File: config.mk
export PLATFORM = sky130hd
export DESIGN_NAME = instr_mem_server
export DESIGN_NICKNAME = d
export VERILOG_FILES = /design/src/rtl/instr_mem_server_pkg.sv /design/src/rtl/instr_mem_server_ram.sv /design/src/rtl/instr_mem_server.sv
export SDC_FILE = /design/constraint.sdc
export NUM_CORES = 2
export LEC_CHECK = 0
export BUFFER_PORTS_ARGS = -buffer_cell sky130_fd_sc_hd__buf_2
export CAP_MARGIN = 20
export CORE_ASPECT_RATIO = 1.4
export CORE_MARGIN = 5
export CORE_UTILIZATION = 33
export DETAILED_ROUTE_END_ITERATION = 8
export RECOVER_POWER = 100
export SYNTH_ARGS = -nofsm -noshare
export SYNTH_HDL_FRONTEND = slang
export SYNTH_SLANG_ARGS = --single-unit
File: constraint.sdc
create_clock -name clk -period 4.6 [get_ports clk]
set_input_delay 0.69 -clock clk [delete_from_list [all_inputs] [get_ports clk]]
set_output_delay 0.69 -clock clk [all_outputs]
set_load 0.01 [all_outputs]
File: src/rtl/instr_mem_server_pkg.sv
`default_nettype none
// ==== instr_mem_server_pkg : shared state encoding and constants (rev 1.0) ====
package instr_mem_server_pkg;

  localparam int unsigned DEFAULT_DEPTH = 64;
  localparam logic [31:0] NOP_INSTR     = 32'h0000_0013;

  typedef enum logic [1:0] {
    IDLE   = 2'd0,
    ACCESS = 2'd1,
    RESP   = 2'd2,
    LOAD   = 2'd3
  } state_e;

endpackage
`default_nettype wire

File: src/rtl/instr_mem_server_ram.sv
`default_nettype none
// ==== instr_ram : instruction storage, one write port, one registered read port (rev 1.0) ====
module instr_ram #(
  parameter int DEPTH = 64
) (
  input  logic                     clk,
  input  logic                     reset,
  input  logic                     we_i,
  input  logic [$clog2(DEPTH)-1:0] waddr_i,
  input  logic [31:0]              wdata_i,
  input  logic                     re_i,
  input  logic [$clog2(DEPTH)-1:0] raddr_i,
  output logic [31:0]              rdata_o
);

  logic [31:0] mem_q [DEPTH];
  logic [31:0] rdata_q;

  // Array contents are never reset so a loaded program survives reset.
  always_ff @(posedge clk) begin
    if (we_i) begin
      mem_q[waddr_i] <= wdata_i;
    end
  end

  always_ff @(posedge clk) begin
    if (!reset) begin
      rdata_q <= '0;
    end else if (re_i) begin
      rdata_q <= mem_q[raddr_i];
    end
  end

  assign rdata_o = rdata_q;

endmodule
`default_nettype wire

File: src/rtl/instr_mem_server.sv
`default_nettype none
// ==== instr_mem_server : IF-stage fetch server with program load port (rev 1.0) ====
module instr_mem_server
  import instr_mem_server_pkg::*;
#(
  parameter int DEPTH       = DEFAULT_DEPTH,
  parameter int WAIT_CYCLES = 1
) (
  input  logic        clk,
  input  logic        reset,
  input  logic        fetch_req,
  input  logic [31:0] fetch_addr,
  input  logic        fetch_flush,
  output logic        fetch_ack,
  output logic [31:0] fetch_data,
  output logic        fetch_err,
  input  logic        load_start,
  input  logic        load_valid,
  input  logic [31:0] load_data,
  output logic        load_ready,
  output logic        load_done,
  output logic        busy
);

  localparam int          AW         = $clog2(DEPTH);
  localparam logic [31:0] ADDR_LIMIT = 32'(4 * DEPTH);
  localparam logic [3:0]  CNT_INIT   = 4'(WAIT_CYCLES - 1);
  localparam logic [AW-1:0] PTR_LAST = AW'(DEPTH - 1);

  state_e        state_q, state_d;
  logic [31:0]   addr_q, addr_d;
  logic [3:0]    cnt_q, cnt_d;
  logic [AW-1:0] ptr_q, ptr_d;
  logic          err_q, err_d;
  logic          ack_q, ack_d;
  logic          done_q, done_d;
  logic          ready_q;
  logic          busy_q;
  logic          ram_we;
  logic          ram_re;
  logic [31:0]   ram_rdata;
  logic          addr_bad;

  assign addr_bad = (addr_q[1:0] != 2'b00) || (addr_q >= ADDR_LIMIT);

  always_comb begin
    state_d = state_q;
    addr_d  = addr_q;
    cnt_d   = cnt_q;
    ptr_d   = ptr_q;
    err_d   = err_q;
    ack_d   = 1'b0;
    done_d  = 1'b0;
    ram_we  = 1'b0;
    ram_re  = 1'b0;
    unique case (state_q)
      IDLE: begin
        if (load_start) begin
          state_d = LOAD;
          ptr_d   = '0;
        end else if (fetch_req && !fetch_flush) begin
          state_d = ACCESS;
          addr_d  = fetch_addr;
          cnt_d   = CNT_INIT;
        end
      end
      ACCESS: begin
        if (fetch_flush) begin
          state_d = IDLE;
          cnt_d   = '0;
        end else if (cnt_q == 4'd0) begin
          // Ack is registered on entry to RESP, so a flush during RESP cannot cancel it.
          state_d = RESP;
          ram_re  = 1'b1;
          err_d   = addr_bad;
          ack_d   = 1'b1;
        end else begin
          cnt_d = cnt_q - 4'd1;
        end
      end
      RESP: begin
        state_d = IDLE;
      end
      LOAD: begin
        if (load_valid) begin
          ram_we = 1'b1;
          if (ptr_q == PTR_LAST) begin
            ptr_d   = '0;
            state_d = IDLE;
            done_d  = 1'b1;
          end else begin
            ptr_d = ptr_q + 1'b1;
          end
        end
      end
      default: state_d = IDLE;
    endcase
  end

  always_ff @(posedge clk) begin
    if (!reset) begin
      state_q <= IDLE;
      addr_q  <= '0;
      cnt_q   <= '0;
      ptr_q   <= '0;
      err_q   <= 1'b0;
      ack_q   <= 1'b0;
      done_q  <= 1'b0;
      ready_q <= 1'b0;
      busy_q  <= 1'b0;
    end else begin
      state_q <= state_d;
      addr_q  <= addr_d;
      cnt_q   <= cnt_d;
      ptr_q   <= ptr_d;
      err_q   <= err_d;
      ack_q   <= ack_d;
      done_q  <= done_d;
      ready_q <= (state_d == LOAD);
      busy_q  <= (state_d != IDLE);
    end
  end

  instr_ram #(
    .DEPTH(DEPTH)
  ) u_ram (
    .clk     (clk),
    .reset   (reset),
    .we_i    (ram_we && reset),
    .waddr_i (ptr_q),
    .wdata_i (load_data),
    .re_i    (ram_re),
    .raddr_i (addr_q[AW+1:2]),
    .rdata_o (ram_rdata)
  );

  // Error responses substitute a NOP; both fields hold until the next response.
  assign fetch_data = err_q ? NOP_INSTR : ram_rdata;
  assign fetch_err  = err_q;
  assign fetch_ack  = ack_q;
  assign load_ready = ready_q;
  assign load_done  = done_q;
  assign busy       = busy_q;

endmodule
`default_nettype wire

==> impl_results.md <==
* Status: finished, violations left
* Failing checks: max-capacitance violations, max-slew violations
* Final period util at 85.2%
* Mapped Nets at 4,020
* Antenna violations before repair at 9
* Part of the power in registers at 56.0%
* TritonCTS clock tree: done
* Synth Cell Area at approximately 0.08 mm2
* Post-route cell area at slightly above 0.09 mm2
* RSZ-0062 raised after global routing: false
* Critical Path RT at 4990 ps
* Worst-Margin Slew at 3510 ps
* First-pass GRT wire length at 310 mm
* Worst-path cell chain: clkbuf_1, nand4_1, nor2_1, nand2_1, nor2_4, clkbuf_2
* Port bufs at 106
* Clk root buf: clkbuf_16
* Largest net degree at the start of global routing at 78
* CP Launch Type: flop
* Area Overhead vs Synth at 13.3%
* Routability cong. at between 0.7 and 0.8
* Core area at 0.247 mm2
* Seq cells post-synth at 2,129
* Lkg Pwr at between 20 and 30 nW
* Max VDD drop at roughly 340 uV
* Final HPWL DP at 130 mm
* Drt first pass iters at 5
* Clk pwr share at approximately 40%
* Via-per-instance ratio at 5.30
* Syn Area/Cell at 20.7 um2
* CTS hold repair buffers at 0
* Post-DP Area at slightly below 0.09 mm2
* # IOs at 107
* Post-synth EDFFs at 2,048
* HP Class: primary input to flop
* Cells after Synth at 3,948
* Slowest stage delay, CP at around 1200 ps
* Sequential fraction of the synthesis area at between 70 and 80%
* Final setup TNS at 0 ps
* Pwr Density at 412 mW/mm2
* TritonCTS Buffers at between 150 and 200
* CP Class: flop to flop
* Share of synthesized registers carrying an async set or reset at 0%
* Max-Cap Viols at 45
* Antenna Nets Post-Route at 0
* Fraction of power consumed by combinational cells at under 10%
* Total setup buffers inserted after CTS at 0
* Crit path max fanout at 32
* Mean routed wirelength per cell at 28.6 um
* GRT Overall Usage at 16.5%
* Residual DRC count at 0
* Initial Utilization at 33.1%
* Clock sink count at ~2,100
* Vias in the first global route at 41,695
* Net Sw Frac at 20.8%
* FP Rows at 216
* CTS Buffer Depth at 4
* Layout cells sized above 1 at 22.4%
* Slew Limit Fails at roughly 2,200
* Final setup viols at 0
* CTS resizes at 0
* Final Hold Fails at 0
* Top FF cell, synth: edfxtp_1
* Min cycle time layout at 3920 ps
* Final Skew at 30.3 ps
* Worst Path Arrival at 4310 ps
* Detailed-route via count at between 40,000 and 50,000
* Yosys warnings at 0
* Die height at 599 um
* P_sw at 7.95 mW
* Place WS at 1110 ps
* Min Hold Slack at 126 ps
* Internal power at 30.3 mW
* Fin worst setup slack at just under 700 ps
* Total Routed Length at approximately 220 mm
* Final net count at about 4,300
* Initial DRC count at just over 4,000
* Slew HR at -134%
* Reg clk slew, reported paths at about 70 ps
* CP max stage cell: clkbuf_2
* Remaining Overflow, GRT at 0
* Reg2reg setup slack at 680 ps
* Die width at 431 um
* Worst-skew pair later-pin latency at 810 ps
* H-tree depth at 4
* Max Fclk at 0.255 GHz
* Die footprint at 0.258 mm2
* Library cells used by synthesis at 70
* CP endpoint kind: flop
==> per-stage QoR <==
stage                     instances  util (%)  power (mW)
after detailed placement       7273      35.3        23.4
after global routing           7630      37.5        39.4
after floorplan                3948         -        22.5
after CTS                      7606      37.7        38.5
after global placement         7269      35.3        23.3
final                          7632      37.5        38.2
==> cell usage in the layout, fill, tap and decap left out, types with 13 or more instances in the layout <==
cell type / count
o221ai_1: 24
a221oi_1: 13
nor2_4: 49
clkbuf_16: 191
mux2i_1: 251
mux2_2: 34
o21ai_0: 49
dfxtp_1: 76
buf_2: 51
clkinv_1: 25
a21oi_1: 58
nor2b_1: 39
nor2_1: 48
nand2_1: 128
clkinv_2: 33
buf_12: 16
nand3_1: 33
edfxtp_1: 2048
a22oi_1: 126
clkbuf_1: 159
mux4_2: 393
a31oi_1: 32
a211oi_1: 28
buf_4: 83
o22ai_1: 26
a22o_1: 38
a21boi_0: 50
clkbuf_2: 51
==> worst max-delay path, delay by kind of cell (launching register included) <==
kind / cells / cell delay, ps
simple gates: 4 / 1660
flops: 1 / 300
buf+inv: 2 / 1450
==> area by class of cell <==
cell class | count | area (um2)
diodes | 6 | 15.0
repair buffers | 310 | 1870
fillers | 22450 | 154000
clock inverters | 81 | 713
flip-flops and latches | 2129 | 63100
inverters | 8 | 30.0
clock buffers | 252 | 5100
well taps | 3270 | 4090
multi-input cells | 1576 | 17800
==> path summary, 6_finish.rpt <==
path / endpoint / startpoint / cells after the start
worst min-delay path: addr_q[16] / fetch_addr[16] / 3
worst max register to register: u_ram.mem_q[58][16] / state_q[1] / 6
worst min register to register: addr_q[23] / addr_q[23] / 2
worst max-delay path: u_ram.mem_q[58][16] / state_q[1] / 6
==> power groups by stage <==
stage / clock [mW] / sequential [mW] / combinational [mW]
finish: 15.3 / 21.4 / 1.51
floorplan: 0 / 21.7 / 0.819
detailed placement: 0 / 21.8 / 1.55
global placement: 0 / 21.8 / 1.52
global route: 16.3 / 21.4 / 1.62
CTS: 15.6 / 21.4 / 1.55
==> cells by family after synthesis <==
group | share of synthesized area, %
AO/OA/AOI/OAI | 4.31
XOR/XNOR | 0.0428
adder cells (fa/ha/maj) | 0.0306
buffers and inverters | 1.71
flip-flops | 77.2
multiplexers | 14.4
AND/OR/NAND/NOR | 2.39
==> synthesized netlist by cell type, types with 3 or more instances <==
library cell | n | area share, %
a2111oi_0 | 3 | 0.032
a211o_1 | 12 | 0.13
a211oi_1 | 28 | 0.26
a21boi_0 | 49 | 0.45
a21oi_1 | 58 | 0.35
a221oi_1 | 13 | 0.14
a22o_1 | 38 | 0.41
a22oi_1 | 126 | 1.2
a31oi_1 | 32 | 0.24
a41oi_1 | 7 | 0.075
and2_1 | 6 | 0.046
and3_1 | 10 | 0.076
buf_1 | 6 | 0.028
buf_2 | 59 | 0.36
buf_4 | 32 | 0.29
buf_6 | 36 | 0.50
clkbuf_1 | 100 | 0.46
dfxtp_1 | 81 | 2.0
edfxtp_1 | 2048 | 75
inv_1 | 7 | 0.032
mux2_2 | 34 | 0.47
mux2i_1 | 251 | 3.1
mux4_2 | 393 | 11
nand2_1 | 128 | 0.59
nand2b_1 | 9 | 0.069
nand3_1 | 33 | 0.20
nand3b_1 | 6 | 0.055
nand4_1 | 7 | 0.054
nor2_1 | 98 | 0.45
nor2b_1 | 44 | 0.34
nor3_1 | 9 | 0.055
nor3b_1 | 6 | 0.055
nor4_1 | 10 | 0.076
o21a_1 | 3 | 0.028
o21ai_0 | 49 | 0.30
o221a_2 | 4 | 0.055
o221ai_1 | 24 | 0.26
o22a_1 | 5 | 0.054
o22ai_1 | 26 | 0.20
o311a_1 | 3 | 0.037
or2_2 | 7 | 0.054
or3_1 | 6 | 0.046
or3b_2 | 5 | 0.054
==> registers in the layout, indices dropped and copies added (netlist names) <==
name,cells
u_ram.mem_q,2048
addr_q,32
u_ram.rdata_o,32
ptr_q,6
cnt_q,4
state_q,2
busy,1
fetch_ack,1
fetch_err,1
load_done,1
load_ready,1
==> routing by layer <==
metal,global-route usage (%),vias up,part of all wire (%)
li1,-,16925,-
met1,20.0,21732,37
met2,30.5,1420,54
met3,1.87,377,5.3
met4,5.62,2,3.7
met5,0,-,0.0060
Note: power is estimated with default switching activity, not from simulation.
